### config.mk
export PLATFORM = sky130hd
export DESIGN_NAME = instr_fetch_unit
export DESIGN_NICKNAME = d
export VERILOG_FILES = /design/src/rtl/instr_fetch_unit.sv
export SDC_FILE = /design/constraint.sdc
export NUM_CORES = 1
export LEC_CHECK = 0
export BUFFER_PORTS_ARGS = -buffer_cell sky130_fd_sc_hd__buf_2
export CAP_MARGIN = 20
export CORE_MARGIN = 5
export CORE_UTILIZATION = 41
export DETAILED_ROUTE_END_ITERATION = 7
export GPL_ROUTABILITY_DRIVEN = 0
export PLACE_DENSITY_LB_ADDON = 0.15
export SLEW_MARGIN = 10
export SYNTH_ARGS = -nofsm -noshare
export SYNTH_HDL_FRONTEND = slang
export SYNTH_SLANG_ARGS = --single-unit
### constraint.sdc
create_clock -name clk -period 6.2 [get_ports clk]
set_input_delay 1.24 -clock clk [delete_from_list [all_inputs] [get_ports clk]]
set_output_delay 1.24 -clock clk [all_outputs]
set_load 0.1 [all_outputs]
### src/rtl/instr_fetch_unit.sv
// Instruction fetch sequencer.
// Holds the PC and drives it straight onto the instruction memory address.
// Each fetched {pc, instr} pair goes into a 2-entry FIFO, and decode pops
// the FIFO head.
// A redirect flushes the FIFO and reloads the PC with the target.
//
// Handshake: the head is offered while out_valid is high. It is consumed
// at a rising edge where out_valid and out_ready are both high. Once
// out_valid rises, out_pc/out_instr stay stable until that edge.
module instr_fetch_unit #(
  parameter logic [31:0] RESET_PC = 32'h0000_0000
) (
  input  logic        clk,
  input  logic        reset,
  input  logic        enable,
  output logic [31:0] imem_addr,
  input  logic [31:0] imem_instr,
  input  logic        redirect,
  input  logic [31:0] redirect_pc,
  output logic        out_valid,
  input  logic        out_ready,
  output logic [31:0] out_instr,
  output logic [31:0] out_pc
);

  // An unaligned reset PC can never fetch a real instruction, so it is
  // rejected at elaboration.
  if (RESET_PC[1:0] != 2'b00) begin : g_reset_pc_check
    $error("instr_fetch_unit: RESET_PC must be word-aligned");
  end

  logic [31:0] pc_q;
  logic [31:0] fifo_pc    [2];
  logic [31:0] fifo_instr [2];
  logic        rd_ptr;
  logic        wr_ptr;
  logic [1:0]  count;
  logic [1:0]  count_next;
  logic        pop;
  logic        fetch;

  // The two low target bits are dropped on purpose: targets are always word addresses.
  logic unused_redirect_bits;
  assign unused_redirect_bits = ^redirect_pc[1:0];

  assign imem_addr = pc_q;
  assign out_valid = (count != 2'd0);
  assign out_pc    = fifo_pc[rd_ptr];
  assign out_instr = fifo_instr[rd_ptr];

  // A pop frees a slot in the same edge, so a full FIFO can still fetch
  // while decode drains it.
  always_comb begin
    pop   = out_valid & out_ready;
    fetch = enable & ~redirect & ((count != 2'd2) | pop);
  end

  // Occupancy after this edge, ignoring redirect, which overrides it.
  always_comb begin
    count_next = count;
    case ({fetch, pop})
      2'b10:   count_next = count + 2'd1;
      2'b01:   count_next = count - 2'd1;
      default: count_next = count;
    endcase
  end

  // PC and FIFO state. A redirect flushes everything. A pop in the same
  // cycle still counts as consumed by decode, so nothing needs replaying.
  always_ff @(posedge clk or posedge reset) begin
    if (reset) begin
      pc_q          <= RESET_PC;
      fifo_pc[0]    <= 32'h0;
      fifo_pc[1]    <= 32'h0;
      fifo_instr[0] <= 32'h0;
      fifo_instr[1] <= 32'h0;
      rd_ptr        <= 1'b0;
      wr_ptr        <= 1'b0;
      count         <= 2'd0;
    end else if (redirect) begin
      pc_q   <= {redirect_pc[31:2], 2'b00};
      rd_ptr <= 1'b0;
      wr_ptr <= 1'b0;
      count  <= 2'd0;
    end else begin
      if (fetch) begin
        // When full with a pop, wr_ptr equals rd_ptr, so this write
        // replaces the head that is leaving on this same edge.
        fifo_pc[wr_ptr]    <= pc_q;
        fifo_instr[wr_ptr] <= imem_instr;
        wr_ptr             <= ~wr_ptr;
        pc_q               <= pc_q + 32'd4;
      end
      if (pop) begin
        rd_ptr <= ~rd_ptr;
      end
      count <= count_next;
    end
  end

endmodule

After elaboration in Yosys (flattened, before gate mapping)
Cells that the tools add are included.
{"block": "totals", "register_bits": 164, "in_bits": 69}
{"block": "classes", "n_lt_le_gt_ge": 3, "n_mux": 18, "bitwise": 9, "reduce_logical": 6, "n_eq_ne": 3, "addsub": 3}
{"op": "$mux W32", "count": 9}
{"op": "$bwmux W64", "count": 2}
{"op": "$add A32 B3 Y32 const B", "count": 1}
{"op": "$demux W32 S1", "count": 1}
{"op": "$reduce_bool A2 Y1", "count": 3}
{"op": "$ge A2 B2 Y1 const B", "count": 2}
{"op": "$mux W1", "count": 4}
{"op": "$not A1 Y2", "count": 2}
{"op": "$pmux W2 S2", "count": 1}
{"op": "$and A1 B1 Y1", "count": 3}
{"op": "$not A1 Y1", "count": 3}
{"op": "$reduce_bool A3 Y1", "count": 1}
{"op": "$add A2 B1 Y2 const B", "count": 1}
{"op": "$eq A2 B1 Y1 const B", "count": 1}
{"op": "$eq A2 B2 Y1 const B", "count": 1}
{"op": "$lt A2 B1 Y1 const B", "count": 1}
{"op": "$mux W2", "count": 1}
{"op": "$ne A2 B2 Y1 const B", "count": 1}
{"op": "$reduce_and A2 Y1", "count": 1}
{"op": "$sub A2 B1 Y2 const B", "count": 1}
{"op": "$logic_and A1 B1 Y1", "count": 1}
{"op": "$or A1 B1 Y1", "count": 1}

Logic depth before layout (Yosys ltp)
{"block": "depth", "ltp_word": 7, "mapped_depth": 6}

Least setup slack after synthesis
OpenSTA, ideal clock, no wires.
{"block": "synth_timing", "path_type": "reg-to-output", "from": "register rd_ptr", "to": "output port out_instr[22]", "n_path_buf": 2, "stages_incl_launch_ff": 4, "arrival_time_ps": 1520, "required_time_ps": 4960, "slack_ps": 3440, "path_cell_list": "dfrtp_1 > clkbuf_1 > buf_1 > mux2_2"}
{"block": "synth_via", "elab_chain_len": 4}
{"element": "start, declared", "line_no": "35", "rtl": "logic rd_ptr;"}
{"element": "start signal, assigned", "line_no": "95", "rtl": "rd_ptr <= ~rd_ptr;"}
{"element": "$not A1 Y2 (implied by the code)", "line_no": "49", "rtl": "assign out_instr = fifo_instr[rd_ptr];"}
{"element": "$mux W32 (implied by the code) (3 in a row)", "line_no": "49"}
{"element": "end, declared", "line_no": "22", "rtl": "output logic [31:0] out_instr,"}
No other way between the ends. The select of a mux whose other input is x is not followed.

Worst setup path in the final report
{"block": "layout_timing", "from": "register rd_ptr", "to": "output port out_instr[1]"}
Same word-level chain as after synthesis.

==> impl_metrics.yaml <==
grt:
  antenna_found_initial: 1
  grt-busiest-layer: "met2"
  track_usage_pct: 16.2
  met1_usage_pct: 20.4
  grt.overflow.total: 0
  grt_max_degree: 109
  grt_pass1_wl_um: 26500
  grt_use_met3_pct: 4.93
  use_met2_pct: 26.9
  grt_pass1_vias: 5259
setup_path:
  slowest_stage: "dfrtp_2"
  required_ps: 4960
  critical_path.cell_chain: "buf_4 -> mux2_2 -> buf_2"
  rr_startpoint: "count[1]"
  cp.arrival_ps: 2580
  worstSetupPathType: "reg -> out"
  crit_path_max_fanout: 32
  r2r_cells: 5
  slowest_delay_ps: 910
  startpoint_type: "register"
  reg2reg_to: "fifo_instr[52]"
  rrSetupSlack_ps: 3690
  crit_path_end_kind: "primary output"
power_and_ir_drop:
  power_leakage_nw: 4.03
  power_mw: 4.02
  ir_drop_uv: 311
  powerDensity_mw_per_mm2: 451
synthesis:
  synth_top_family_by_area: "multiplexers"
  yosys_warnings: 0
  synth.distinct_cells: 43
  synth-main-ff-cell: "dfrtp_1"
  avgSynthCellArea_um2: 13.4
  synth.mux.area_fraction_pct: 28.6
  yosys.area_share.adder_pct: 0.168
  synth-compound-area-share_pct: 2.40
  postSynth.asyncResetShare_pct: 100
  ys_ff_latch: 158
  synth_area_mm2: 0.00744
  synth_xor_area_share_pct: 3.29
  synth-simple-area-share_pct: 8.89
  syn-instance-count: 556
  seq_area_frac_synth_pct: 53.1
  synth_edf_count: 0
worst_hold_path:
  hp-class: "reg -> reg"
  hold_depth: 1
  hold_path_end: "fifo_pc[57]"
  worstHoldStart: "fifo_pc[57]"
final_layout:
  n_antenna_cell: 0
  nets: 780
  drive_gt1_share_pct: 53.4
  seq_area_mm2: 0.00396
  multi_input_area_mm2: 0.00324
  n_fill_cell: 1625
  synthToLayoutAreaGrowth_pct: 19.8
sta:
  fmax_mhz: 262
  worst_slew_pin_slew_ps: 998
  finalSetupTns_ps: 0
  slew-limit-headroom_pct: 33.3
  hold_violations: 0
  clock_skew_ps: 7.24
  fin_crit_sh_pct: 61.7
  fin_crit_ps: 3820
  setup_viol: 0
  rsz0062_at_grt: "false"
  setup_ws_ps: 2380
  slew_viol_final: 0
cts:
  clock_sink_count: 158
  clockBufferDepth: 2
  cts_buffers: 17
  cts_setup_buffers: 0
  insertion_delay_ps: 410
  cts-resized-gates: 0
  ctsRootBufferMaster: "clkbuf_16"
  cts_max_level: 4
  cts.clk_slew.worst_paths_ps: 60
  cts_hold_buf: 0
  cts_tree: "yes"
routing:
  first_pass_iters: 4
  drc_errors: 0
  wirelength_um: 16300
  ant_nets: 0
  num_vias: 4810
  drt_iter0_markers: 163
  viasPerCell: 5.07
  wl_per_cell_um: 17.2
placed_design:
  hpwl_um: 11000
  port_buffers: 159
  dp_slack_ps: 2550
status:
  status: "finished clean"
floorplanning:
  core_area_mm2: 0.0179
  initial_core_util_pct: 41.6
  die_h_um: 145
  ioPinCount: 166
  die_w_um: 145
  rows: 49
  dieArea_mm2: 0.0210
flow_run:
  max-cap-violations: 0
## where the power goes
part / internal, mW / switching, mW / total (mW)
clock: 0.562 / 0.380 / 0.941
sequential: 1.28 / 0.148 / 1.43
combinational: 0.403 / 1.25 / 1.65
total: 2.25 / 1.78 / 4.02
## routing by layer
metal	wire, um	up-vias
li1	-	2275
met1	6990	2401
met2	7960	116
met3	1110	16
met4	214	2
met5	13	-
## critical path, delay by kind of cell, from the launching register on
kind | cells | cell delay (ps)
flip-flops | 1 | 910
buffers and inverters | 2 | 830
multiplexers | 1 | 400
## synth_stat cells (3+ instances only)
cell type	count	area [um2]
nor3_1	7	35.0
nor4_1	3	18.8
nand3_1	13	65.1
o21ai_1	9	45.0
clkbuf_1	12	45.0
xnor2_1	21	184
buf_6	14	158
mux2_1	11	124
xor2_1	7	61.3
dfrtp_1	158	3950
mux2_2	176	1980
o21ai_0	18	90.1
buf_4	4	30.0
inv_1	6	22.5
nor2_1	13	48.8
nand2_1	41	154
nor4_4	3	63.8
nand4_1	4	25.0
and3_1	4	25.0
## worst max-delay path by stage
stage | to | depth (start not counted) | startpoint | slack, ps
after floorplan | count[0] | 1 | reset | 700
after global placement | fifo_instr[16] | 4 | redirect | 2600
after detailed placement | fifo_instr[15] | 4 | redirect | 2550
after CTS | out_instr[12] | 3 | rd_ptr | 2300
after global routing | out_instr[1] | 3 | rd_ptr | 2230
final | out_instr[1] | 3 | rd_ptr | 2380
## through the flow
step           instance area (um2)  util [%]  hold slack [ps]  std cells
2_1_floorplan                 7460         -              454        559
3_3_place_gp                  8340      46.6              463        918
3_5_place_dp                  8340      46.6              480        918
4_1_cts                       8870      49.5              493        946
5_1_grt                       8920      49.8              506        948
6_report                      8920      49.8              487        948
## cell type report
cell class / instances / area share, %
inverters: 6 / 0.309
well taps: 229 / 3.21
repair buffers: 164 / 9.93
multi-input cells: 363 / 36.3
clock buffers: 21 / 5.16
clock inverters: 7 / 0.757
flip-flops and latches: 158 / 44.3
## state kept, by name, indices dropped and copies added, names as in the netlist
signal      cells
fifo_instr     64
fifo_pc        60
imem_addr      30
count           2
rd_ptr          1
wr_ptr          1
## kinds of logic (layout without fill, tap and decap cells)
family	count (synthesis)	in the layout
XOR/XNOR	28	28
adder cells (fa/ha/maj)	1	1
AO/OA/AOI/OAI	33	33
multiplexers	189	189
buffers and inverters	38	198
other	1	4
AND/OR/NAND/NOR	108	108
flip-flops	158	158
## cell usage in the layout, fill, tap and decap left out, types with 2 or more instances in the layout
master      Yosys  final
inv_1           6      5
xor2_1          7      7
and4_1          2      2
buf_16          0      2
buf_2           0    159
nand2_1        41     41
mux2i_1         2      2
dfrtp_1       158    157
nor3_4          2      2
o21ai_1         9      9
nand3_4         2      2
nor4_4          3      3
nor3_1          7      7
clkinv_2        0      3
nand4_1         4      4
clkbuf_16       0     17
and3_1          4      4
nor4_1          3      3
nand2b_1        2      2
clkbuf_1       12      2
mux2_1         11     11
nand3_1        13     13
nand4_4         2      2
mux2_2        176    176
conb_1          1      4
a21oi_1         2      2
xnor2_1        21     21
o21ai_0        18     18
clkbuf_8        0      2
nor2_1         13     13
buf_4           4      2
clkinvlp_4      0      3
No activity file was read; power rests on OpenSTA's default activity.
